### config.mk
export PLATFORM = sky130hd
export DESIGN_NAME = vram_arbiter
export DESIGN_NICKNAME = d
export VERILOG_FILES = /design/src/rtl/vram_arbiter_pkg.sv /design/src/rtl/vram_arbiter_read_tag_pipe.sv /design/src/rtl/vram_arbiter.sv
export SDC_FILE = /design/constraint.sdc
export NUM_CORES = 1
export LEC_CHECK = 0
export ABC_CLOCK_PERIOD_IN_PS = 2400
export BUFFER_PORTS_ARGS = -buffer_cell sky130_fd_sc_hd__buf_4
export CORE_MARGIN = 5
export CORE_UTILIZATION = 48
export DETAILED_ROUTE_END_ITERATION = 10
export PLACE_DENSITY = 0.92
export SETUP_SLACK_MARGIN = 0.4
export SLEW_MARGIN = 20
export SYNTH_ARGS = -nofsm -noshare
export SYNTH_HDL_FRONTEND = slang
export SYNTH_SLANG_ARGS = --single-unit
### constraint.sdc
create_clock -name clk -period 2.4 [get_ports clk]
set_input_delay 0 -clock clk [delete_from_list [all_inputs] [get_ports clk]]
set_output_delay 0 -clock clk [all_outputs]
set_load 0.1 [all_outputs]
### src/rtl/vram_arbiter_pkg.sv
// Shared types for the video RAM arbiter: grant owner encoding and the
// read-return tag that travels alongside each RAM access.
package vram_arb_pkg;

  localparam int ADDR_W_DEF = 16;
  localparam int DATA_W_DEF = 8;

  typedef enum logic [1:0] {
    GNT_NONE = 2'd0,
    GNT_VID  = 2'd1,
    GNT_CPU  = 2'd2
  } grant_t;

  typedef struct packed {
    grant_t owner;
    logic   is_read;
  } tag_t;

  localparam tag_t TAG_IDLE = '{owner: GNT_NONE, is_read: 1'b0};

endpackage

### src/rtl/vram_arbiter_read_tag_pipe.sv
// Carries {owner, is_read} alongside each RAM access and steers the
// returning mem_rdata into the owner's rdata/rvalid registers.
module read_tag_pipe
  import vram_arb_pkg::*;
#(
  parameter int DATA_W = DATA_W_DEF
) (
  input  logic              clk,
  input  logic              reset,
  input  tag_t              i_tag,
  input  logic [DATA_W-1:0] i_mem_rdata,
  output logic [DATA_W-1:0] o_vid_rdata,
  output logic              o_vid_rvalid,
  output logic [DATA_W-1:0] o_cpu_rdata,
  output logic              o_cpu_rvalid
);

  tag_t              r_stage1;
  tag_t              r_stage2;
  logic [DATA_W-1:0] r_vid_rdata;
  logic              r_vid_rvalid;
  logic [DATA_W-1:0] r_cpu_rdata;
  logic              r_cpu_rvalid;
  logic              w_vid_ret;
  logic              w_cpu_ret;

  // Stage 2 lines up with the cycle in which the RAM presents its read data.
  assign w_vid_ret = r_stage2.is_read && (r_stage2.owner == GNT_VID);
  assign w_cpu_ret = r_stage2.is_read && (r_stage2.owner == GNT_CPU);

  always_ff @(posedge clk) begin
    if (!reset) begin
      r_stage1     <= TAG_IDLE;
      r_stage2     <= TAG_IDLE;
      r_vid_rdata  <= '0;
      r_vid_rvalid <= 1'b0;
      r_cpu_rdata  <= '0;
      r_cpu_rvalid <= 1'b0;
    end else begin
      r_stage1     <= i_tag;
      r_stage2     <= r_stage1;
      r_vid_rvalid <= w_vid_ret;
      r_cpu_rvalid <= w_cpu_ret;
      if (w_vid_ret) r_vid_rdata <= i_mem_rdata;
      if (w_cpu_ret) r_cpu_rdata <= i_mem_rdata;
    end
  end

  assign o_vid_rdata  = r_vid_rdata;
  assign o_vid_rvalid = r_vid_rvalid;
  assign o_cpu_rdata  = r_cpu_rdata;
  assign o_cpu_rvalid = r_cpu_rvalid;

endmodule

### src/rtl/vram_arbiter.sv
// Single-port video RAM arbiter: video fetch normally wins, a burst limiter
// guarantees the CPU a slot; one registered RAM access per cycle at most.
module vram_arbiter
  import vram_arb_pkg::*;
#(
  parameter int ADDR_W    = ADDR_W_DEF,
  parameter int DATA_W    = DATA_W_DEF,
  parameter int VID_BURST = 4
) (
  input  logic              clk,
  input  logic              reset,
  input  logic              vid_req,
  input  logic [ADDR_W-1:0] vid_addr,
  output logic              vid_ack,
  output logic [DATA_W-1:0] vid_rdata,
  output logic              vid_rvalid,
  input  logic              cpu_req,
  input  logic              cpu_we,
  input  logic [ADDR_W-1:0] cpu_addr,
  input  logic [DATA_W-1:0] cpu_wdata,
  output logic              cpu_ack,
  output logic [DATA_W-1:0] cpu_rdata,
  output logic              cpu_rvalid,
  output logic [ADDR_W-1:0] mem_addr,
  output logic [DATA_W-1:0] mem_wdata,
  output logic              mem_we,
  output logic              mem_en,
  input  logic [DATA_W-1:0] mem_rdata
);

  localparam logic [3:0] BURST_MAX = 4'(VID_BURST);

  grant_t            r_last_grant;
  grant_t            w_next_grant;
  logic [3:0]        r_burst_cnt;
  logic [ADDR_W-1:0] r_mem_addr;
  logic [DATA_W-1:0] r_mem_wdata;
  logic              r_mem_we;
  logic              r_mem_en;
  logic              w_vid_elig;
  logic              w_cpu_elig;
  tag_t              w_tag;

  // The ack cycle is a mandatory gap, so a port is never granted twice in a row.
  assign vid_ack    = (r_last_grant == GNT_VID);
  assign cpu_ack    = (r_last_grant == GNT_CPU);
  assign w_vid_elig = vid_req && !vid_ack;
  assign w_cpu_elig = cpu_req && !cpu_ack;

  always_ff @(posedge clk) begin
    if (!reset) begin
      r_last_grant <= GNT_NONE;
    end else begin
      r_last_grant <= w_next_grant;
    end
  end

  always_comb begin
    w_next_grant = GNT_NONE;
    if (w_vid_elig && w_cpu_elig) begin
      w_next_grant = (r_burst_cnt < BURST_MAX) ? GNT_VID : GNT_CPU;
    end else if (w_vid_elig) begin
      w_next_grant = GNT_VID;
    end else if (w_cpu_elig) begin
      w_next_grant = GNT_CPU;
    end
  end

  always_ff @(posedge clk) begin
    if (!reset) begin
      r_burst_cnt <= '0;
      r_mem_addr  <= '0;
      r_mem_wdata <= '0;
      r_mem_we    <= 1'b0;
      r_mem_en    <= 1'b0;
    end else begin
      if (!cpu_req || (w_next_grant == GNT_CPU)) begin
        r_burst_cnt <= '0;
      end else if ((w_next_grant == GNT_VID) && (r_burst_cnt < BURST_MAX)) begin
        r_burst_cnt <= r_burst_cnt + 4'd1;
      end
      r_mem_en <= (w_next_grant != GNT_NONE);
      case (w_next_grant)
        GNT_VID: begin
          r_mem_addr <= vid_addr;
          r_mem_we   <= 1'b0;
        end
        GNT_CPU: begin
          r_mem_addr  <= cpu_addr;
          r_mem_wdata <= cpu_wdata;
          r_mem_we    <= cpu_we;
        end
        default: r_mem_we <= 1'b0;
      endcase
    end
  end

  always_comb begin
    w_tag         = TAG_IDLE;
    w_tag.owner   = w_next_grant;
    w_tag.is_read = (w_next_grant == GNT_VID) ||
                    ((w_next_grant == GNT_CPU) && !cpu_we);
  end

  read_tag_pipe #(
    .DATA_W(DATA_W)
  ) u_read_tag_pipe (
    .clk         (clk),
    .reset       (reset),
    .i_tag       (w_tag),
    .i_mem_rdata (mem_rdata),
    .o_vid_rdata (vid_rdata),
    .o_vid_rvalid(vid_rvalid),
    .o_cpu_rdata (cpu_rdata),
    .o_cpu_rvalid(cpu_rvalid)
  );

  assign mem_addr  = r_mem_addr;
  assign mem_wdata = r_mem_wdata;
  assign mem_we    = r_mem_we;
  assign mem_en    = r_mem_en;

endmodule

==> results.md <==
* Top-Level Pins at 99
* Ranking of synthesized cells by area: dfxtp_1 53%, mux2i_1 20%, o2bb2ai_1 6.9%
* Synth Area in Adders at 0.006180
* Tmin final at between 1.5 and 2 ns
* F_max at 0.5260 GHz
* DR pass1 iterations at 6
* Simple-gate share of the synthesized area at 0.1119
* Top_reg_cell synth: dfxtp_1
* Initial antenna violation count at 0
* Total Die Area at ~5600 sq um
* Final Skew at 0.01189 ns
* First-pass GRT wire length at about 11000 microns
* Routed Antenna Nets at 0
* Routed WL at about 7000 microns
* Vias per std cell at between 5 and 6
* Worst vdd ir at 0.4084 mV
* Setup TNS at 0 ns
* CTS Buf Count at 5
* Clk root buf: clkbuf_8
* Synth cell count leaders: 54 x dfxtp_1, 41 x mux2i_1, 32 x nor2_1
* Post-CTS sizing at 0
* Net Count, Synth at 236
* CP arrival at around 2.1 ns
* CP endpoint kind: register
* Largest net degree at the start of global routing at 29
* Critical path class: reg -> reg
* Clock latency on the worst-skew pair at 0.31 ns
* Hold Vio Cnt, Final at 0
* Fin nets at roughly 380
* Share of the synthesized area in the top cell type at 0.5340
* H-Tree Level Count at 2
* Core Util, Final at 0.8323
* TritonCTS clock tree: done
* Post-Syn Area per Cell at 11.12 sq um
* Synth unique cells at 28
* Leak Pwr at about 1.6 nW
* Initial Util at 0.4989
* Total track usage at 0.2663
* Worst-path fanout max at 28
* Port bufs at 98
* Final Wtd Congestion at 0.7623
* Clock-pin slew on the worst setup and hold paths at 0.10 ns
* Number of global-route vias before repair at 2188
* RSZ-0062 raised after global routing: false
* Slew @ Worst Pin at between 0.8 and 0.9 ns
* Tcrit/Tclk final at 0.7922
* Main combinational cell family by area after synthesis: multiplexers
* Most common cell in the synthesized netlist: dfxtp_1
* Drt wl/cell at between 15 and 20 microns
* Post-route DRC violation count at 0
* Post-synthesis mux area share at 0.2027
* Status: completed
* Hpwl dp at 3764 microns
* Post-Synth XOR/XNOR Area at 0.004326
* Cell Area, Synth at 2024 sq um
* Post-synthesis async set-or-reset flop share at 0
* Sequential share of the synthesized area at 0.5340
* CP Launch Type: register
* Compound-Gate Fraction of Synth Area at 0.09765
* Number of synthesized flops with an enable pin at 0
* HP Class: in -> reg
* Max-slew headroom at 0.4666
* Max_cap viols at 0
* Pwr Density at roughly 630 nW/um^2
* Share of post-route cells with drive strength above 1 at 0.3435
* Core outline area at ~4100 sq um
* N_diodes at 0
* Postcts setup bufs at 0
* CTS Sinks at 54
* Row Count at 23
* Layout fillers at 190
* Cells after synthesis at 182
* CTS max path bufs at 2
* Placed Cells at around 320
* Largest area contributor in the netlist: dfxtp_1
* Final setup viols at 0
* Die span in x at 74.94 microns
* Die H at 74.94 microns
* Initial DRC Count at 110
* Area delta synth->final at 66.81%
* Ys Warns at 0
* Detailed-route via count at 2029
* GRT overflow at 0
* Max Slew Vio Count at 0
* Fin cells at about 380
* CP Data Required Time at around 2.6 ns
* Pwr Total at 2.137 mW
* Yosys reg bits at 54
layout make-up:
cell class,count,area [sq um],share of cell area
Clock inverter,1,8.758,0.002594
Clock buffer,7,96.34,0.02853
Multi-Input combinational cell,114,872.1,0.2582
Tap cell,50,62.56,0.01853
Timing Repair Buffer,149,1241,0.3675
Sequential cell,54,1081,0.3201
Inverter,4,15.01,0.004446
logic make-up after synthesis:
family                   count (synthesis)
flip-flops                              54
AND/OR/NAND/NOR                         48
multiplexers                            41
AO/OA/AOI/OAI                           23
buffers and inverters                   14
XOR/XNOR                                 1
adder cells (fa/ha/maj)                  1
layout by cell type, fill, tap and decap left out:
master	Yosys	final
mux2i_1	41	41
nand3_1	3	3
nor2b_4	0	1
clkbuf_8	0	7
a311oi_4	0	1
nand2b_4	1	1
a21oi_2	1	1
buf_4	0	100
or3_1	2	2
nand2_1	1	1
dlygate4sd3_1	0	49
ha_1	1	1
dfxtp_1	54	54
o2bb2ai_1	16	16
clkinv_4	0	1
inv_2	1	1
xor2_1	1	1
a41oi_1	1	1
inv_1	3	3
and3_1	1	1
nand3b_1	2	2
o21ai_0	1	1
nand2b_1	1	1
a21o_1	2	2
and2_1	4	4
nor2_1	32	32
a21oi_1	1	1
stage by stage:
stage          hold slack, ns  setup slack (ns)  instance area [sq um]
6_report              0.02583            0.4987                   3377
3_5_place_dp           0.2491            0.6381                   2781
4_1_cts              0.005237            0.6271                   3377
2_1_floorplan          0.1217            0.6469                   2029
3_3_place_gp           0.2349            0.7589                   2781
5_1_grt               0.05695            0.4216                   3377
critical path, cell delays in order, from the launching register on:
cell and delay [ns]:
dfxtp_1 0.46, nand2b_4 0.12, a311oi_4 0.27, buf_4 0.44, mux2i_1 0.34, o2bb2ai_1 0.13
routing by layer:
layer | up-vias | global-route usage | routed length, microns
met5 | - | 0 | 0
met4 | 0 | 0.1403 | 234
met3 | 20 | 0.08144 | 674
met2 | 124 | 0.4420 | 3358
met1 | 959 | 0.3074 | 2697
li1 | 926 | - | -
state kept, by name (all words and copies together) (netlist names):
register,flops
mem_addr,16
mem_en,1
mem_wdata,8
mem_we,1
r_burst_cnt,4
u_read_tag_pipe.o_cpu_rdata,8
u_read_tag_pipe.o_cpu_rvalid,1
u_read_tag_pipe.o_vid_rdata,8
u_read_tag_pipe.o_vid_rvalid,1
u_read_tag_pipe.r_stage1,3
u_read_tag_pipe.r_stage2,3
path summary, 6_finish.rpt:
path | from | slack (ns) | end | cells after the start
worst max-delay path | u_read_tag_pipe.r_stage1[1]$_SDFF_PN0_ | 0.50 | mem_addr[8]$_SDFFE_PN0P_ | 5
worst min-delay path | cpu_addr[0] | 0.03 | mem_addr[0]$_SDFFE_PN0P_ | 3
worst max register to register | u_read_tag_pipe.r_stage1[1]$_SDFF_PN0_ | 0.50 | mem_addr[8]$_SDFFE_PN0P_ | 5
worst min register to register | u_read_tag_pipe.r_stage1[0]$_SDFF_PN0_ | 0.48 | u_read_tag_pipe.r_stage2[0]$_SDFF_PN0_ | 1
timing repair:
action / 4_1_cts / 5_1_grt
hold buffers: 49 / 0
endpoints found under the hold margin: 47 / 0
endpoints found under the setup margin: 0 / 0
power breakdown:
part           internal, mW  switching (mW)  leakage [nW]
logic                 0.205           0.404          1.14
registers             0.938          0.0295         0.441
clock network         0.265           0.296        0.0544
total                  1.41           0.729          1.64
No activity file was read; power rests on OpenSTA's default activity.
